<file path="config.mk">
export PLATFORM = sky130hd
export DESIGN_NAME = muldiv_sequencer
export DESIGN_NICKNAME = d
export VERILOG_FILES = /design/src/rtl/muldiv_pkg.sv /design/src/rtl/muldiv_sequencer.sv
export SDC_FILE = /design/constraint.sdc
export NUM_CORES = 1
export LEC_CHECK = 0
export BUFFER_PORTS_ARGS = -buffer_cell sky130_fd_sc_hd__buf_2
export CORE_MARGIN = 2
export CORE_UTILIZATION = 32
export CTS_CLUSTER_SIZE = 12
export DETAILED_ROUTE_END_ITERATION = 8
export PLACE_DENSITY_LB_ADDON = 0.1
export SLEW_MARGIN = 10
export SYNTH_ARGS = -nofsm -noshare
export SYNTH_HDL_FRONTEND = slang
export SYNTH_SLANG_ARGS = --single-unit
</file>
<file path="constraint.sdc">
create_clock -name clk -period 11.33 [get_ports clk]
set_input_delay 2.266 -clock clk [delete_from_list [all_inputs] [get_ports clk]]
set_output_delay 2.266 -clock clk [all_outputs]
set_load 0.05 [all_outputs]
</file>
<file path="src/rtl/muldiv_pkg.sv">
// Shared types and constants for the RV32M multiply/divide sequencer.
// Latency: n/a (types only).
// Backpressure: n/a (types only).
package muldiv_pkg;

  typedef enum logic [2:0] {
    MD_MUL    = 3'b000,
    MD_MULH   = 3'b001,
    MD_MULHSU = 3'b010,
    MD_MULHU  = 3'b011,
    MD_DIV    = 3'b100,
    MD_DIVU   = 3'b101,
    MD_REM    = 3'b110,
    MD_REMU   = 3'b111
  } md_op_t;

  typedef enum logic [1:0] {
    IDLE = 2'd0,
    CALC = 2'd1,
    FIX  = 2'd2,
    DONE = 2'd3
  } md_state_t;

  localparam logic [31:0] DIV0_QUOT = 32'hFFFF_FFFF;
  localparam logic [31:0] INT_MIN   = 32'h8000_0000;

endpackage

</file>
<file path="src/rtl/muldiv_sequencer.sv">
// Iterative RV32M multiply/divide: 32-step shift-add multiply or restoring divide.
// Latency: 34 stall cycles then a 1-cycle result strobe; divide-by-zero/overflow take 1 stall cycle.
// Backpressure: holds the pipeline through StallMDE; FlushE aborts at once with no result strobe.
module muldiv_sequencer
  import muldiv_pkg::*;
#(
  parameter int XLEN = 32
) (
  input  logic            clk,
  input  logic            reset,
  input  logic            StartE,
  input  logic [2:0]      MDOpE,
  input  logic [XLEN-1:0] SrcAE,
  input  logic [XLEN-1:0] SrcBE,
  input  logic            FlushE,
  output logic            StallMDE,
  output logic [XLEN-1:0] MDResultE,
  output logic            MDValidE
);

  md_state_t   state_q, state_d;
  logic [4:0]  cnt_q, cnt_d;
  md_op_t      op_q, op_d;
  logic        neg_q, neg_d;
  // Low half holds the multiplier / dividend (shifting out), high half the running product.
  logic [63:0] acc_q, acc_d;
  logic [31:0] rem_q, rem_d;
  logic [31:0] opb_q, opb_d;
  logic [31:0] res_q, res_d;

  // Operand decode for a starting operation
  md_op_t      op_in;
  logic        a_signed, b_signed, sign_a, sign_b;
  logic [31:0] mag_a, mag_b;
  logic        is_div, is_rem, neg_in, div_zero, div_ovf;
  logic [31:0] special_res;

  // One iteration of each algorithm
  logic [32:0] mul_sum;
  logic [32:0] div_shift, div_diff;
  logic        div_ge;

  // Final sign fix-up and result selection
  logic [63:0] prod_fix;
  logic [31:0] div_sel, div_fix, fix_res;

  logic        unused_bits;

  // Decode the incoming operation: operand signedness, magnitudes, result sign, special cases.
  always_comb begin
    op_in    = md_op_t'(MDOpE);
    a_signed = op_in inside {MD_MULH, MD_MULHSU, MD_DIV, MD_REM};
    b_signed = op_in inside {MD_MULH, MD_DIV, MD_REM};
    sign_a   = a_signed & SrcAE[31];
    sign_b   = b_signed & SrcBE[31];
    mag_a    = sign_a ? (32'd0 - SrcAE) : SrcAE;
    mag_b    = sign_b ? (32'd0 - SrcBE) : SrcBE;
    is_div   = MDOpE[2];
    is_rem   = MDOpE[2] & MDOpE[1];
    // Remainder takes the dividend's sign; quotient and product take the XOR.
    neg_in   = is_rem ? sign_a : (sign_a ^ sign_b);
    div_zero = is_div & (SrcBE == 32'd0);
    div_ovf  = ((op_in == MD_DIV) || (op_in == MD_REM)) &&
               (SrcAE == INT_MIN) && (SrcBE == 32'hFFFF_FFFF);
    if (div_zero) begin
      special_res = is_rem ? SrcAE : DIV0_QUOT;
    end else begin
      special_res = is_rem ? 32'd0 : INT_MIN;
    end
  end

  // Datapath for one multiply or divide step, plus the sign-corrected result.
  always_comb begin
    mul_sum   = {1'b0, acc_q[63:32]} + (acc_q[0] ? {1'b0, opb_q} : 33'd0);
    div_shift = {rem_q, acc_q[31]};
    div_ge    = div_shift >= {1'b0, opb_q};
    div_diff  = div_shift - {1'b0, opb_q};
    prod_fix  = neg_q ? (64'd0 - acc_q) : acc_q;
    div_sel   = op_q[1] ? rem_q : acc_q[31:0];
    div_fix   = neg_q ? (32'd0 - div_sel) : div_sel;
    if (op_q[2]) begin
      fix_res = div_fix;
    end else if (op_q == MD_MUL) begin
      fix_res = prod_fix[31:0];
    end else begin
      fix_res = prod_fix[63:32];
    end
  end

  // The difference's top bit is zero whenever it is selected (div_ge), so it is never stored.
  assign unused_bits = div_diff[32];

  // Next-state logic: start, iterate, fix up sign, strobe result; flush always returns to IDLE.
  always_comb begin
    state_d = state_q;
    cnt_d   = cnt_q;
    op_d    = op_q;
    neg_d   = neg_q;
    acc_d   = acc_q;
    rem_d   = rem_q;
    opb_d   = opb_q;
    res_d   = res_q;
    case (state_q)
      IDLE: begin
        if (StartE && !FlushE) begin
          op_d  = op_in;
          neg_d = neg_in;
          cnt_d = 5'd0;
          acc_d = {32'd0, mag_a};
          rem_d = 32'd0;
          opb_d = mag_b;
          if (div_zero || div_ovf) begin
            res_d   = special_res;
            state_d = DONE;
          end else begin
            state_d = CALC;
          end
        end
      end
      CALC: begin
        cnt_d = cnt_q + 5'd1;
        if (op_q[2]) begin
          rem_d = div_ge ? div_diff[31:0] : div_shift[31:0];
          acc_d = {acc_q[63:32], acc_q[30:0], div_ge};
        end else begin
          acc_d = {mul_sum, acc_q[31:1]};
        end
        if (cnt_q == 5'd31) begin
          state_d = FIX;
        end
      end
      FIX: begin
        res_d   = fix_res;
        state_d = DONE;
      end
      DONE: begin
        state_d = IDLE;
      end
      default: begin
        state_d = IDLE;
      end
    endcase
    if (FlushE) begin
      state_d = IDLE;
    end
  end

  // State, counter and datapath registers.
  always_ff @(posedge clk or posedge reset) begin
    if (reset) begin
      state_q <= IDLE;
      cnt_q   <= 5'd0;
      op_q    <= MD_MUL;
      neg_q   <= 1'b0;
      acc_q   <= 64'd0;
      rem_q   <= 32'd0;
      opb_q   <= 32'd0;
      res_q   <= 32'd0;
    end else begin
      state_q <= state_d;
      cnt_q   <= cnt_d;
      op_q    <= op_d;
      neg_q   <= neg_d;
      acc_q   <= acc_d;
      rem_q   <= rem_d;
      opb_q   <= opb_d;
      res_q   <= res_d;
    end
  end

  assign StallMDE  = StartE & ~FlushE & (state_q != DONE);
  assign MDValidE  = (state_q == DONE) & ~FlushE;
  assign MDResultE = res_q;

endmodule

</file>
==> results_dict.tcl <==
set metrics [dict create \
    fin_cells 2686 \
    start_util 0.323 \
    timing.fmax_mhz 168 \
    coreArea_sq_um 48600 \
    ys_seq_area_frac 0.272 \
    clk_pin_slew_worst_paths_ns 0.07 \
    grt_max_degree 72 \
    grt_use_total 0.262 \
    critPathMaxStageDelay_ns 0.64 \
    antenna_left 0 \
    finalCriticalPeriod_ns 5.94 \
    p_leak_nw 7.21 \
    ys_ff_latch 171 \
    syn_area_sq_um 15700 \
    clk_latency_ns 0.52 \
    skew_ns 0.0226 \
    hold_viol_final 0 \
    dieWidth_microns 226 \
    seq_area_sq_um 4280 \
    setup_violations 0 \
    remaining_drc_errors 0 \
    multi_input_area_sq_um 10700 \
    dpl.hpwl_mm 50.9 \
    drtIter0Drc 1206 \
    setup_tns_ns 0 \
    required_ns 11.73 \
    synthesis.nets 2177 \
    syn_inst 2029 \
    power_frac_clock 0.143 \
    finalWeightedCongestion 0.930 \
    cts_num_sinks 171 \
    endpoint_kind "register" \
    layout.nets 2199 \
    fp.dieH_microns 226 \
    total_switching_power_mw 2.28 \
    async_flop_share 1.00 \
    crit_path_max_fanout 40 \
    seqPwrFrac 0.257 \
    slowest_stage "or4b_2" \
    cts_buffers 17 \
    irDropWorstVdd_mv 0.138 \
    port_buffers 104 \
    crit_type "in -> reg" \
    crit_path_start_kind "input port" \
    antenna_found_initial 1 \
    crit_chain "buf_2 -> inv_1 -> ha_1 -> or4b_2 -> nor4_2 -> and3_1 -> nand4b_1 -> o41ai_1 -> inv_1 -> o22ai_4 -> buf_4 -> o2111ai_1 -> o22a_1" \
    row_count 81 \
    grt_pass1_vias 15071 \
    synth_edf_count 0 \
    cts-resized-gates 0 \
    htree_levels 4 \
    synth-main-ff-cell "dfrtp_1" \
    drt_pass1_iterations 6 \
    cts_tree "built" \
    p_sw_frac 0.540 \
    rsz0062_at_grt "no" \
    post-route-period-util 0.524 \
    worst_slew_pin_slew_ns 1.09 \
    wl_mm 65.7 \
    yosysWarnings 0 \
    holdBufCountCts 0 \
    cp_common_cell "inv_1" \
    synth_area_leaders "dfrtp_1 27%, o21ai_0 7.5%, ha_1 6.0%" \
    drv_slew 0 \
    root_buffer "clkbuf_16" \
    maxSlewHeadroom 0.268 \
    viasPerCell 5.83 \
    worst-path-buf-inv 4 \
    p_int_mw 1.95 \
    n_antenna_cell 0 \
    gr-total-overflow 0 \
    placed_cells 2654 \
    avgSynthCellArea_sq_um 7.74 \
    ioPinCount 105 \
    status "completed" \
    synth_cell_types 77 \
    yosysTopAreaCell "dfrtp_1" \
    pwr-share-comb 0.600 \
    netlist.area_leader.share 0.272 \
    hold_class "reg -> reg" \
    wire_per_inst_microns 24.5 \
    area_delta_synth_final_pct 10.3 \
    cts_buffer_depth 2 \
    cp_top_family "simple AND/OR/NAND/NOR gates" \
    synth.most_common_cell "nand2_1" \
    dieArea_sq_um 50900 \
    drive_gt1_frac 0.0979 \
    post-cts-setup-buffers 0 \
    maxCapViolCount 0 \
    worstPathArrival_ns 6.34 \
    synth_common_cells "247 x nand2_1, 235 x o21ai_0, 171 x dfrtp_1, 162 x nor2_1, 136 x a21oi_1" \
    fill_cells 5198 \
    power_density_nw_per_um2 244 \
    dr_total_vias 15646 \
    grt_pass1_wl_mm 98.5 \
]
routing by layer:
metal  global-route usage  share of wire  wire (microns)
met1                0.339           0.44           28800
met5                    0        0.00020              13
met2                0.427           0.46           30200
met3               0.0365          0.051            3370
met4                0.136          0.050            3290
tightest hold or removal path, stage by stage, from the launching register on:
cell and delay (ns):
dfrtp_1 0.34, nand2_1 0.04, o21ai_0 0.06
worst paths after layout:
check / start / end / slack [ns] / depth (start not counted)
max reg2reg: acc_q[0]$_DFFE_PP0P_ / MDResultE[20]$_DFFE_PP0P_ / 6.98 / 12
min in group asynchronous: reset / cnt_q[2]$_DFFE_PP0P_ / 1.75 / 2
max in group asynchronous: reset / op_q[2]$_DFFE_PP0P_ / 8.28 / 3
max: SrcBE[0] / MDResultE[13]$_DFFE_PP0P_ / 5.39 / 13
min reg2reg: opb_q[16]$_DFFE_PP0P_ / opb_q[16]$_DFFE_PP0P_ / 0.48 / 2
min: opb_q[16]$_DFFE_PP0P_ / opb_q[16]$_DFFE_PP0P_ / 0.48 / 2
layout make-up:
cell class | count | area share
tap | 622 | 0.0449
sequential | 171 | 0.247
multi-input combinational | 1660 | 0.618
timing repair buffer | 133 | 0.0426
inverter | 68 | 0.0150
clock buffer | 22 | 0.0268
clock inverter | 10 | 0.00549
metrics by stage:
| stage | worst slack (ns) | util | area (sq um) | hold WS (ns) | total power, mW |
|---|---|---|---|---|---|
| after detailed placement | 4.96 | 0.344 | 16800 | 0.471 | 3.60 |
| final | 5.39 | 0.356 | 17300 | 0.480 | 4.23 |
| after global routing | 5.15 | 0.356 | 17300 | 0.500 | 4.51 |
| after CTS | 5.51 | 0.356 | 17300 | 0.485 | 4.22 |
| after floorplan | 4.43 | - | 15700 | 0.445 | 2.78 |
| after global placement | 5.05 | 0.344 | 16800 | 0.461 | 3.59 |
logic make-up after synthesis:
group                    share of synthesized area
XOR/XNOR                                     0.110
adder cells (fa/ha/maj)                     0.0623
flip-flops                                   0.272
multiplexers                                0.0565
AND/OR/NAND/NOR                              0.198
buffers and inverters                       0.0485
AO/OA/AOI/OAI                                0.252
sequential cells by signal, summed over array words and instances, names as in the netlist:
| register | cells |
|---|---|
| cnt_q | 5 |
| op_q | 3 |
| MDResultE | 32 |
| neg_q | 1 |
| acc_q | 64 |
| opb_q | 32 |
| state_q | 2 |
| rem_q | 32 |
power by group through the flow:
stage / clock network (mW) / registers, mW / logic (mW)
2_1_floorplan: 0 / 1.08 / 1.69
3_3_place_gp: 0 / 1.09 / 2.51
3_5_place_dp: 0 / 1.09 / 2.51
4_1_cts: 0.620 / 1.08 / 2.51
5_1_grt: 0.640 / 1.11 / 2.76
6_report: 0.606 / 1.09 / 2.54
cells in the final DEF (no fill, tap or decap), types with 19 or more instances in the layout:
| cell | n |
|---|---|
| nand2_1 | 247 |
| o21ai_0 | 235 |
| dfrtp_1 | 168 |
| nor2_1 | 162 |
| a21oi_1 | 134 |
| xnor2_1 | 105 |
| buf_2 | 104 |
| xor2_1 | 92 |
| mux2i_1 | 83 |
| ha_1 | 75 |
| inv_1 | 67 |
| nor3_1 | 48 |
| nand3_1 | 39 |
| a21o_1 | 36 |
| o31ai_1 | 29 |
| buf_4 | 29 |
| nand4_1 | 22 |
| a31oi_1 | 22 |
| o221ai_1 | 22 |
| or3_1 | 21 |
| nand2b_1 | 19 |
No activity file was read; power rests on OpenSTA's default activity.
